**config.mk**
```make
export PLATFORM = sky130hd
export DESIGN_NAME = reg_dst_pipe_flat
export DESIGN_NICKNAME = d
export VERILOG_FILES = /design/src/rtl/reg_dst_pipe_if.sv /design/src/rtl/reg_dst_pipe.sv /design/src/flat_wrapper.sv
export SDC_FILE = /design/constraint.sdc
export NUM_CORES = 1
export LEC_CHECK = 0
export CORE_ASPECT_RATIO = 1.1
export CORE_UTILIZATION = 30
export CTS_CLUSTER_DIAMETER = 30
export DETAILED_ROUTE_END_ITERATION = 8
export HOLD_SLACK_MARGIN = 0.06
export PLACE_DENSITY = 0.59
export SYNTH_ARGS = -nofsm -noshare
export SYNTH_HDL_FRONTEND = slang
export SYNTH_SLANG_ARGS = --single-unit
```
**constraint.sdc**
```tcl
create_clock -name i_clk -period 2.13 [get_ports i_clk]
set_input_delay 0.639 -clock i_clk [delete_from_list [all_inputs] [get_ports i_clk]]
set_output_delay 0.639 -clock i_clk [all_outputs]
set_load 0.005 [all_outputs]
```
**src/rtl/reg_dst_pipe_if.sv**
```systemverilog
// ----------------------------------------------------------------------------
// reg_dst_pipe_if
//   Groups the ID-stage control/field inputs and the per-stage destination
//   outputs of reg_dst_pipe into one bundle. Clock and reset stay outside.
//
//   Parameters
//     BITS_REGS : register address width
//     STAGES    : number of tracked pipeline stages (stage 0 = EX)
//
//   Signals (direction as seen by the pipe, i.e. the slave side)
//     i_stall           in   hold all stages
//     i_flush           in   load a bubble into stage 0
//     i_valid           in   ID-stage instruction valid
//     i_ctl_reg_dst     in   00 rt, 01 rd, 10 link register, 11 none
//     i_ctl_reg_write   in   instruction writes the register file
//     i_rt/i_rd/i_rs    in   register fields of the ID instruction
//     o_mux_register_rd out  combinational selected destination
//     o_dst_flat        out  stage k destination at [k*BITS_REGS +: BITS_REGS]
//     o_we_flat         out  stage k effective write enable
//     o_rs_hit/o_rt_hit out  stage k writes i_rs / i_rt
//     o_wb_dst/o_wb_we  out  last stage destination and write enable
// ----------------------------------------------------------------------------
interface reg_dst_pipe_if #(
    parameter int BITS_REGS = 5,
    parameter int STAGES    = 3
);
    logic                          i_stall;
    logic                          i_flush;
    logic                          i_valid;
    logic [1:0]                    i_ctl_reg_dst;
    logic                          i_ctl_reg_write;
    logic [BITS_REGS-1:0]          i_rt;
    logic [BITS_REGS-1:0]          i_rd;
    logic [BITS_REGS-1:0]          i_rs;
    logic [BITS_REGS-1:0]          o_mux_register_rd;
    logic [STAGES*BITS_REGS-1:0]   o_dst_flat;
    logic [STAGES-1:0]             o_we_flat;
    logic [STAGES-1:0]             o_rs_hit;
    logic [STAGES-1:0]             o_rt_hit;
    logic [BITS_REGS-1:0]          o_wb_dst;
    logic                          o_wb_we;

    // Driver side: the ID stage / hazard unit that feeds and observes the pipe
    modport master (
        output i_stall, i_flush, i_valid, i_ctl_reg_dst, i_ctl_reg_write,
               i_rt, i_rd, i_rs,
        input  o_mux_register_rd, o_dst_flat, o_we_flat, o_rs_hit, o_rt_hit,
               o_wb_dst, o_wb_we
    );

    // Pipe side
    modport slave (
        input  i_stall, i_flush, i_valid, i_ctl_reg_dst, i_ctl_reg_write,
               i_rt, i_rd, i_rs,
        output o_mux_register_rd, o_dst_flat, o_we_flat, o_rs_hit, o_rt_hit,
               o_wb_dst, o_wb_we
    );
endinterface

```
**src/rtl/reg_dst_pipe.sv**
```systemverilog
// ----------------------------------------------------------------------------
// reg_dst_pipe
//   Selects the write-back destination register (rt, rd or link register),
//   qualifies it with the register-write control, and carries destination plus
//   write enable through STAGES pipeline registers (EX .. WB) with stall and
//   flush. Every stage destination is exported for hazard/forwarding logic,
//   together with per-stage match flags against the ID-stage rs/rt fields.
//
//   Parameters
//     BITS_REGS : register address width
//     STAGES    : stages tracked, stage 0 = EX, stage STAGES-1 = WB (>= 1)
//     RA_ADDR   : destination used for the link select (truncated)
//
//   Ports
//     i_clk   : clock, rising edge
//     i_rst_n : asynchronous active-low reset
//     bus     : reg_dst_pipe_if slave (controls, fields, stage outputs)
// ----------------------------------------------------------------------------
module reg_dst_pipe #(
    parameter int BITS_REGS = 5,
    parameter int STAGES    = 3,
    parameter int RA_ADDR   = 31
) (
    input  logic                 i_clk,
    input  logic                 i_rst_n,
    reg_dst_pipe_if.slave        bus
);

    localparam logic [BITS_REGS-1:0] W_RA = BITS_REGS'(RA_ADDR);

    logic [BITS_REGS-1:0]        r_dst [STAGES];
    logic [STAGES-1:0]           r_we;

    logic [BITS_REGS-1:0]        w_sel;
    logic                        w_we_in;
    logic [STAGES*BITS_REGS-1:0] w_dst_flat;
    logic [STAGES-1:0]           w_rs_hit;
    logic [STAGES-1:0]           w_rt_hit;

    // Destination mux. The "no destination" code yields register 0, which
    // also makes the register-0 test below reject it.
    always_comb begin
        w_sel = '0;
        case (bus.i_ctl_reg_dst)
            2'b00:   w_sel = bus.i_rt;
            2'b01:   w_sel = bus.i_rd;
            2'b10:   w_sel = W_RA;
            default: w_sel = '0;
        endcase
    end

    // A write to register 0 has no architectural effect, so it is never
    // tracked as a producer.
    assign w_we_in = bus.i_valid & bus.i_ctl_reg_write &
                     (bus.i_ctl_reg_dst != 2'b11) & (w_sel != '0);

    // Stage registers. Flush only bubbles stage 0; the older stages still
    // obey stall so an instruction already past EX is never lost or doubled.
    always_ff @(posedge i_clk or negedge i_rst_n) begin
        if (!i_rst_n) begin
            for (int k = 0; k < STAGES; k++) begin
                r_dst[k] <= '0;
            end
            r_we <= '0;
        end else begin
            if (bus.i_flush) begin
                r_dst[0] <= '0;
                r_we[0]  <= 1'b0;
            end else if (!bus.i_stall) begin
                r_dst[0] <= w_sel;
                r_we[0]  <= w_we_in;
            end
            for (int k = 1; k < STAGES; k++) begin
                if (!bus.i_stall) begin
                    r_dst[k] <= r_dst[k-1];
                    r_we[k]  <= r_we[k-1];
                end
            end
        end
    end

    // Flatten stage destinations and compare them against the ID fields.
    // Register 0 is never reported as a hazard source.
    always_comb begin
        w_dst_flat = '0;
        w_rs_hit   = '0;
        w_rt_hit   = '0;
        for (int k = 0; k < STAGES; k++) begin
            w_dst_flat[k*BITS_REGS +: BITS_REGS] = r_dst[k];
            w_rs_hit[k] = r_we[k] & (r_dst[k] == bus.i_rs) & (bus.i_rs != '0);
            w_rt_hit[k] = r_we[k] & (r_dst[k] == bus.i_rt) & (bus.i_rt != '0);
        end
    end

    assign bus.o_mux_register_rd = w_sel;
    assign bus.o_dst_flat        = w_dst_flat;
    assign bus.o_we_flat         = r_we;
    assign bus.o_rs_hit          = w_rs_hit;
    assign bus.o_rt_hit          = w_rt_hit;
    assign bus.o_wb_dst          = r_dst[STAGES-1];
    assign bus.o_wb_we           = r_we[STAGES-1];

endmodule

```
**src/flat_wrapper.sv**
```systemverilog
// flat-port wrapper written by rule: the top's interface ports become plain ports
module reg_dst_pipe_flat 
#(
    parameter int BITS_REGS = 5,
    parameter int STAGES    = 3,
    parameter int RA_ADDR   = 31
)
  (i_clk, i_rst_n, bus_i_stall, bus_i_flush, bus_i_valid, bus_i_ctl_reg_dst, bus_i_ctl_reg_write, bus_i_rt, bus_i_rd, bus_i_rs, bus_o_mux_register_rd, bus_o_dst_flat, bus_o_we_flat, bus_o_rs_hit, bus_o_rt_hit, bus_o_wb_dst, bus_o_wb_we);
  reg_dst_pipe_if #(.BITS_REGS(BITS_REGS), .STAGES(STAGES)) bus_i ();
  input  logic i_clk;
  input  logic i_rst_n;
  input wire logic [$bits(bus_i.i_stall)-1:0] bus_i_stall;
  input wire logic [$bits(bus_i.i_flush)-1:0] bus_i_flush;
  input wire logic [$bits(bus_i.i_valid)-1:0] bus_i_valid;
  input wire logic [$bits(bus_i.i_ctl_reg_dst)-1:0] bus_i_ctl_reg_dst;
  input wire logic [$bits(bus_i.i_ctl_reg_write)-1:0] bus_i_ctl_reg_write;
  input wire logic [$bits(bus_i.i_rt)-1:0] bus_i_rt;
  input wire logic [$bits(bus_i.i_rd)-1:0] bus_i_rd;
  input wire logic [$bits(bus_i.i_rs)-1:0] bus_i_rs;
  output wire logic [$bits(bus_i.o_mux_register_rd)-1:0] bus_o_mux_register_rd;
  output wire logic [$bits(bus_i.o_dst_flat)-1:0] bus_o_dst_flat;
  output wire logic [$bits(bus_i.o_we_flat)-1:0] bus_o_we_flat;
  output wire logic [$bits(bus_i.o_rs_hit)-1:0] bus_o_rs_hit;
  output wire logic [$bits(bus_i.o_rt_hit)-1:0] bus_o_rt_hit;
  output wire logic [$bits(bus_i.o_wb_dst)-1:0] bus_o_wb_dst;
  output wire logic [$bits(bus_i.o_wb_we)-1:0] bus_o_wb_we;
  assign bus_i.i_stall = bus_i_stall;
  assign bus_i.i_flush = bus_i_flush;
  assign bus_i.i_valid = bus_i_valid;
  assign bus_i.i_ctl_reg_dst = bus_i_ctl_reg_dst;
  assign bus_i.i_ctl_reg_write = bus_i_ctl_reg_write;
  assign bus_i.i_rt = bus_i_rt;
  assign bus_i.i_rd = bus_i_rd;
  assign bus_i.i_rs = bus_i_rs;
  assign bus_o_mux_register_rd = bus_i.o_mux_register_rd;
  assign bus_o_dst_flat = bus_i.o_dst_flat;
  assign bus_o_we_flat = bus_i.o_we_flat;
  assign bus_o_rs_hit = bus_i.o_rs_hit;
  assign bus_o_rt_hit = bus_i.o_rt_hit;
  assign bus_o_wb_dst = bus_i.o_wb_dst;
  assign bus_o_wb_we = bus_i.o_wb_we;
  reg_dst_pipe #(.BITS_REGS(BITS_REGS), .STAGES(STAGES), .RA_ADDR(RA_ADDR)) u_core (.i_clk(i_clk), .i_rst_n(i_rst_n), .bus(bus_i));
endmodule
```
; ---- Word-level counts from Yosys, hierarchy flattened
; Cells that the tools add are included.
[totals]
out_inout_bits = 35
memories = 0
latch_bits = 0
word_cells = 39
regBits = 18
mem_bits_rw = 0
romBits = 0
input_bits = 23
[classes]
add_sub_neg = 0
mul = 0
n_shift = 0
bitwise = 15
magnitude_cmp = 0
reduce_logical = 4
div_mod_pow = 0
mux = 5
n_eq_ne = 10
[ops]
columns = operator, count
row1 = $eq A5 B5 Y1, 6
row2 = $and A1 B1 Y1, 15
row3 = $pmux W5 S3, 1
row4 = $reduce_bool A5 Y1, 3
row5 = $mux W5, 2
row6 = $eq A2 B1 Y1 const B, 1
row7 = $eq A2 B2 Y1 const B, 1
row8 = $logic_not A2 Y1, 1
row9 = $mux W1, 2
row10 = $ne A2 B1 Y1 const B, 1
row11 = $ne A2 B2 Y1 const B, 1

; ---- Logic depth before layout (Yosys ltp)
; Gate-level depths: netlist (run 1).
[depth]
depth_word = 6
mapped_depth = 5
mapped_depth_nobuf = 4

; ---- Worst setup path after synthesis (run 1)
; OpenSTA, ideal clock, no wires.
[synth_timing]
path_kind = input-to-output
from = input bus_i_rt[3]
to = output bus_o_rt_hit[0]
arrival_ns = 1.399
path_buffers = 0
t_required_ns = 1.491
stages = 3
path_slack_ns = 0.092
path_cell_list = or4_4 > nor2_1 > nor4_1
[synth_via]
elab_chain_len = 3
[synth_rtl]
columns = item, line
row1 = "start, declared", flat_wrapper.sv:17  ; input wire logic [$bits(bus_i.i_rt)-1:0] bus_i_rt;
row2 = $eq A5 B5 Y1, reg_dst_pipe.sv:91  ; w_rt_hit[k] = r_we[k] & (r_dst[k] == bus.i_rt) & (bus.i_rt != '0);
row3 = $and A1 B1 Y1, reg_dst_pipe.sv:91
row4 = $and A1 B1 Y1 (*), reg_dst_pipe.sv:91
row5 = "end, declared", flat_wrapper.sv:24  ; output wire logic [$bits(bus_i.o_rt_hit)-1:0] bus_o_rt_hit;
; Every way passes the cells marked *; elsewhere a longest branch is shown, timed or not.

; ---- Final worst setup path (run 1)
[layout_timing]
from = input bus_i_rt[3]
to = output bus_o_rt_hit[1]
; The elaborated chain is that of the path after synthesis.

==> results of run 1 <==
state kept, by name, indices dropped and copies added, names as in the netlist:
name and cells:
u_core.bus.o_dst_flat 10, u_core.bus.o_wb_dst 5, u_core.bus.o_we_flat 3
repair_timing:
action / in CTS / in global routing
pin swaps: 12 / 7
buffers inserted: 6 / 2
cloned: 0 / 0
gates resized for setup: 113 / 9
setup endpoints to repair: 11 / 11
layout make-up:
class / count / area [um^2]
well taps: 50 / 62.6
inverters: 2 / 7.51
flip-flops and latches: 18 / 450
fillers: 342 / 1580
clock buffers: 4 / 55.1
multi-input cells: 90 / 793
repair buffers: 94 / 791
worst max-delay path: stages:
cell and delay, ns:
buf_6 0.09, or4_4 0.54, nor2_4 0.15, buf_6 0.12, nor4_2 0.03, buf_2 0.13
through the flow:
step	hold WS, ns	instances	setup TNS (ns)
floorplan	0.343	120	0
global placement	0.592	247	-8.29
detailed placement	0.598	247	-8.41
CTS	0.616	257	-1.22
global route	0.646	258	-1.39
finish	0.615	258	-1.07
cells in the mapped netlist (3+ instances only):
cell      instances  share of area, %
buf_4             6               3.7
clkbuf_1          3              0.93
dfrtp_1          18                37
mux2_2           12                11
nand2_1           6               1.9
nand2b_1          4               2.1
nand4_1           6               3.1
nor2_1            8               2.5
nor4_1            6               3.1
o211a_1           4               3.3
o21ai_0           4               1.7
xnor2_1          18                13
xor2_1           12               8.7
cells by family (layout without fill, tap and decap cells):
| group | after synthesis | count (layout) | share of synthesized area, % |
|---|---|---|---|
| AND/OR/NAND/NOR | 34 | 34 | 15.2 |
| flip-flops | 18 | 18 | 37.2 |
| XOR/XNOR | 30 | 30 | 21.7 |
| AO/OA/AOI/OAI | 14 | 14 | 9.19 |
| multiplexers | 12 | 12 | 11.1 |
| buffers and inverters | 12 | 100 | 5.68 |
power groups by stage:
stage                     clock network [mW]  registers (mW)  logic, mW
final                                  0.286           0.417      0.399
after global routing                   0.302           0.422      0.431
after CTS                              0.293           0.418      0.394
after detailed placement                   0           0.424      0.379
after global placement                     0           0.423      0.373
after floorplan                            0           0.421      0.144
metal layers:
layer	part of all wire, %	wire length, um	vias up	GRT usage (%)
li1	-	-	602	-
met1	40	1590	584	21.1
met2	52	2060	55	37.6
met3	5.8	230	9	3.45
met4	2.4	95	0	11.6
met5	0	0	-	0
worst max-delay path by stage:
stage,from,to,slack [ns],depth (start not counted)
2_1_floorplan,bus_i_rt[3],bus_o_rt_hit[0],0.09,3
3_3_place_gp,bus_i_rt[3],bus_o_rt_hit[1],-0.89,5
3_5_place_dp,bus_i_rt[3],bus_o_rt_hit[0],-0.89,5
4_1_cts,bus_i_rt[4],bus_o_rt_hit[1],-0.25,6
5_1_grt,bus_i_rt[3],bus_o_rt_hit[1],-0.27,6
6_report,bus_i_rt[3],bus_o_rt_hit[1],-0.22,6
==> results by stage, run 1 <==
Route:
- The number of iterations in the first detailed-routing pass is 4.
- The final layout contains routed wiring with a total length of 3980 um.
- In this run, the number of DRC markers left after iteration 0 of detailed routing was 20.
- After detailed routing, the number of remaining DRC violations is 0.
- The detail route stage leaves a number of antenna-violating nets equal to 0.
- After detailed routing, the number of vias per cell comes to 4.84.
- The average wire per standard cell is 15.4 um.
- The detailed router placed 1250 vias in this run.

Setup path:
- The number of cells on the worst reg-to-reg path is 2.
- The sort of element at the start of the critical path is an input port.
- The critical-path maximum fanout is 3.
- Setup slack on the worst reg-to-reg path comes out at 1.17 ns.
- The start of the worst register-to-register path is u_core.bus.o_wb_dst[3]$_DFFE_PN0N_.
- STA classifies the critical path endpoint as an output pin.
- STA puts the critical path data required time at 1.49 ns.
- The data arrival time of the critical path is 1.71 ns.
- The type of the worst setup path is input port to output pin.
- The endpoint identified for the worst register-to-register timing path is u_core.bus.o_wb_dst[3]$_DFFE_PN0N_.

Status:
- The checks that failed: setup timing.
- The run finished, with violations left.

Logic synthesis:
- The synthesized netlist occupies a cell area of 1210 um^2.
- The instance count of the mapped netlist is 120.
- In this run the mean area of a mapped cell was 10.1 um^2.
- The flip-flop and latch count after synthesis is 18.
- When the netlist entered floorplanning its net count stood at 143.
- The sequential share of the synthesized area is 37.2%.
- The commonest register cell after synthesis is dfrtp_1.
- The number of different library cells in the post-synthesis netlist is 25.
- For this run, asynchronously set or reset flops after synthesis account for 100%.
- Yosys printed 0 warnings.
- The synthesized design contains 0 enable-type register cells.

Clock tree:
- The clock drives 18 sinks.
- The clock-pin transition on the worst setup and hold timing paths is 0.07 ns.
- The tree is rooted in a clkbuf_8.
- The latest clock arrival within the worst-skew pair is 0.26 ns.
- The worst-case clock buffer depth is 2.
- The number of H-tree levels is 1.
- TritonCTS built the clock tree.
- The total CTS buffers is 3.
- The count of hold-fix buffers inserted at cts is 0.

Power and ir drop:
- The part of the power in combinational logic is 36.2%.
- The clock network power share is 26.0%.
- The total power of the final layout is 1.10 mW.
- Sequential cells account for 37.9% of the total power.
- Dividing total power by cell area gives a power density of 510 nW/um^2.
- The static leakage is 0.982 nW.
- The switching portion of total power is 28.6%.
- Cell internal power was estimated by the tool at 0.787 mW.
- Summed over all nets, the switching power comes to 0.316 mW.
- The worst-case IR drop observed on VDD is 0.000212 V.

Worst hold path:
- The worst hold path begins at u_core.bus.o_we_flat[2]$_DFFE_PN0N_.
- The worst hold-check path type is flip-flop to flip-flop.
- The path with the worst hold slack has its endpoint at u_core.bus.o_we_flat[2]$_DFFE_PN0N_.
- The worst hold path stage count is 1.

Final layout:
- The antenna cell count is 0.
- The share of post-route cells with drive strength above 1 is 46.2%.
- Once layout is complete, the utilization of the core stands at 57.7%.
- The post-route cell area is 2160 um^2.
- The top cell types in the final layout, fill and taps aside, are clkdlybuf4s50_1, buf_4, dfrtp_1.
- At the end of the flow, the number of nets in the layout was 232.
- The area added between synthesis and finish is 78.1%.
- The library cell used most frequently in the layout, excluding fill and tap cells, is clkdlybuf4s50_1.

Floorplanning:
- The core region area is 3740 um^2.
- The row count is 23.
- The effective utilization at floorplan is 32.4%.
- The die covers 4300 um^2.
- The number of placed I/O pins is 58.
- The floorplan die height is 68.7 um.
- The horizontal die dimension is 62.6 um.

Place:
- The post-placement cell area is 2010 um^2.
- During placement, the flow inserted port buffers numbering 57.
- Routability-driven placement finished with a final weighted congestion of 0.827.
- The pre-CTS setup slack is -0.891 ns.
- The wire-length estimate of the detail-placed layout is 3000 um.

Timing:
- The highest clock rate is 426 MHz.
- The number of failing hold endpoints at the final stage is 0.
- The count of final setup violators is 6.
- The final worst slack is -0.220 ns.
- Setup repair after global routing could not meet its margin everywhere.
- The part of the cycle the worst path needs is 110%.
- The count of final max-slew check failures was 0.
- The slew at the pin with the worst max-slew slack is 0.410 ns.
- The worst relative slew slack is 71.9%.
- Between clock sinks in the finished design, the worst skew comes to 0.00232 ns.
- After layout, the minimum clock period comes to 2.35 ns.

Global routing:
- For this run the aggregate overflow at the end of global routing stands at 0.
- The global-route wire length before repair is 6370 um.
- The number of global-route vias before repair is 1367.
- The maximum number of pins on one net before global-route repair is 19.
- The global-route usage over all layers is 19.8%.
- The number of antenna violations at the first check in global routing was 0.

Job:
- Max-cap violations in this run came to 0.
Note: power is estimated with default switching activity, not from simulation.
==> inputs of run 2 (changes only) <==
- CORE_UTILIZATION: 30 -> 40
- PLACE_DENSITY: 0.59 -> 0.76
==> results by stage, run 2 (synthesis gave the netlist of run 1 again) <==
Floorplanning:
- The core region area came to 2830 um^2 (was 3740 um^2).
- The floorplan die height is 59.7 um (was 68.7 um).
- The die footprint is 3260 um^2 (was 4300 um^2).
- The number of placed I/O pins was 58 (unchanged).
- The effective utilization at floorplan came to 42.9% (was 32.4%).
- The horizontal die dimension is 54.5 um (was 62.6 um).
- The row count is 20 (was 23).

Global routing:
- The global-route wire length before repair is 5930 um (was 6370 um).
- The number of global-route vias before repair came to 1314 (was 1367).
- The global-route usage over all layers is 26.1% (was 19.8%).
- The maximum number of pins on one net before global-route repair is 19 (unchanged).
- The remaining global-route overflow came to 0 (unchanged).
- The number of antenna violations at the first check in global routing is 0 (unchanged).

Final layout:
- The antenna cell count is 0 (unchanged).
- The number of nets in the final layout is 230 (was 232).
- The count of fill cells added during filler insertion is 207 (was 342).
- Most frequent cells in the layout: clkdlybuf4s50_1, buf_4, dfrtp_1 (unchanged).
- The area added between synthesis and finish is 76.6% (was 78.1%).
- The footprint of the multi-input gates is 813 um^2 (was 793 um^2).
- The area taken by flip-flops and latches came to 450 um^2 (unchanged).
- The share of post-route cells with drive strength above 1 came to 45.6% (was 46.2%).
- The count of non-filler cells in the finished layout is 239 (was 258).
- The most common library cell in the layout ignoring fill and taps is clkdlybuf4s50_1 (unchanged).
- The flip-flop count of the largest register, all copies and words added came to 10 (unchanged).

Place:
- The pre-CTS setup slack is -0.870 ns (was -0.891 ns).
- The number of buffers inserted by port buffering is 57 (unchanged).
- The number of cells after detailed placement is 231 (was 247).
- The detailed placer's ending HPWL came to 2750 um (was 3000 um).
- The final weighted congestion of routability-driven global placement was 0.823 (was 0.827).

Setup path:
- The type of the worst setup path is input port to output pin (unchanged).
- The slowest cell on the critical path is or4_4 (unchanged).
- The element type at the critical path end was an output pin (unchanged).
- The data arrival time of the critical path was 1.69 ns (was 1.71 ns).
- The sort of element at the start of the critical path is an input port (unchanged).
- The data required time of the worst path is 1.49 ns (about the same).
- Cell Chain, Critical Path: buf_6, or4_4, nor2_4, buf_6, nor4_2, buf_2 (unchanged).
- The kind of cell adding the most delay to the critical path is simple AND/OR/NAND/NOR gates (unchanged).
- The biggest cell delay along the critical path is 0.55 ns (was 0.54 ns).
- The most frequent cell on the critical path is buf_6 (unchanged).
- The buffers plus inverters on the worst setup path is 3 (unchanged).
- The critical-path maximum fanout is 3 (unchanged).

Power and ir drop:
- The worst ir drop on vdd is 0.000413 V (was 0.000212 V).
- The total power per unit cell area is 484 nW/um^2 (was 510 nW/um^2).
- The static leakage was 0.996 nW (was 0.982 nW).

Timing:
- The sum of negative setup slack is -0.910 ns (was -1.07 ns).
- The number of failing hold endpoints at the final stage is 0 (unchanged).
- The final hold slack came to 0.605 ns (was 0.615 ns).
- The worst relative slew slack was 71.3% (was 71.9%).
- The worst clock skew on the final layout is 0.00316 ns (was 0.00232 ns).
- The part of the cycle the worst path needs is 109% (was 110%).
- The final period demand of the worst path came to 2.33 ns (was 2.35 ns).
- Unrepaired setup endpoints after global routing: yes (unchanged).
- The highest clock rate is 430 MHz (was 426 MHz).
- The count of final setup violators is 6 (unchanged).
- The slew at the pin with the worst max-slew slack is 0.420 ns (was 0.410 ns).
- The count of final max-slew check failures came to 0 (unchanged).
- The final worst slack was -0.198 ns (was -0.220 ns).

Clock tree:
- The total CTS buffers was 3 (unchanged).
- The latest clock arrival within the worst-skew pair is 0.30 ns (was 0.26 ns).
- The worst-case clock buffer depth is 2 (unchanged).
- The clock-pin transition on the worst setup and hold timing paths is 0.10 ns (was 0.07 ns).
- The number of H-tree levels is 1 (unchanged).
- The number of sinks on the clock net is 18 (unchanged).
- The CTS tree is yes (unchanged).
- The root buffer selected by CTS is clkbuf_4 (was clkbuf_8).

Route:
- The count of nets left with antenna violations after detail routing came to 0 (unchanged).
- The number of DRC violations after detailed-routing iteration 0 is 24 (was 20).
- The wire length after detailed routing came to 3760 um (was 3980 um).
- The residual DRC count is 0 (unchanged).
- The number of iterations in the first detailed-routing pass came to 4 (unchanged).
- The average wire per standard cell is 15.7 um (was 15.4 um).
- The detail-routed via count per cell was 5.18 (was 4.84).
- The via total after detailed routing is 1237 (was 1250).

Status:
- Status: complete, but fails checks (unchanged).
- Failing checks: setup timing (unchanged).

Worst hold path:
- The worst hold-check path type is flip-flop to flip-flop (unchanged).

Job:
- The number of maximum-capacitance constraint violations was 0 (unchanged).
## run 2: cell count changes in the layout (fill, tap and decap cells not counted), sizes merged
cell / previous run / this run
dlygate4sd2: 1 / 0
dlymetal6s2s: 0 / 1
clkdlybuf4s15: 1 / 3
buf: 57 / 54
clkdlybuf4s50: 34 / 33
## run 2: path summary, 6_finish.rpt
kind	slack, ns	cells past startpoint	end	from
setup / recovery	-0.20	6	bus_o_rt_hit[1]	bus_i_rt[1]
hold / removal	0.60	1	u_core.bus.o_we_flat[1]$_DFFE_PN0N_	u_core.bus.o_we_flat[1]$_DFFE_PN0N_
setup reg to reg	1.12	2	u_core.bus.o_wb_dst[3]$_DFFE_PN0N_	u_core.bus.o_wb_dst[3]$_DFFE_PN0N_
hold reg to reg	0.60	1	u_core.bus.o_we_flat[1]$_DFFE_PN0N_	u_core.bus.o_we_flat[1]$_DFFE_PN0N_
max in group asynchronous	1.26	2	u_core.bus.o_wb_dst[2]$_DFFE_PN0N_	i_rst_n
min in group asynchronous	0.67	2	u_core.bus.o_dst_flat[6]$_DFFE_PN0N_	i_rst_n
## run 2: layout make-up
| class | instances | area share (%) |
|---|---|---|
| flip-flops and latches | 18 | 21.0 |
| repair buffers | 92 | 37.0 |
| inverters | 2 | 0.351 |
| clock buffers | 4 | 1.69 |
| well taps | 33 | 1.93 |
| multi-input cells | 90 | 38.0 |
## run 2: where the power goes
part | leakage (nW) | internal, mW | switching, mW
combinational | 0.737 | 0.256 | 0.147
sequential | 0.238 | 0.372 | 0.0493
clock | 0.0210 | 0.104 | 0.109
total | 0.996 | 0.731 | 0.305
## run 2: per-stage QoR
step,instance area (um^2),total power [mW],util [%]
2_1_floorplan,1210,0.565,-
3_3_place_gp,2000,0.790,70.6
3_5_place_dp,2000,0.801,70.6
4_1_cts,2100,1.03,74.4
5_1_grt,2140,1.08,75.7
6_report,2140,1.04,75.7
## run 2: metal layers
metal | part of all wire [%] | track usage (%) | vias to the layer above
met4 | 1.7 | 11.7 | 0
li1 | - | - | 598
met1 | 41 | 28.8 | 585
met2 | 53 | 48.6 | 47
met5 | 0 | 0 | -
met3 | 4.3 | 2.54 | 7
## run 2: repair_timing
item                       4_1_cts  5_1_grt
setup buffers                    5        0
pin swaps                       14        9
setup endpoints to repair       11        9
gates resized for setup        115       12
hold buffers                     0        0
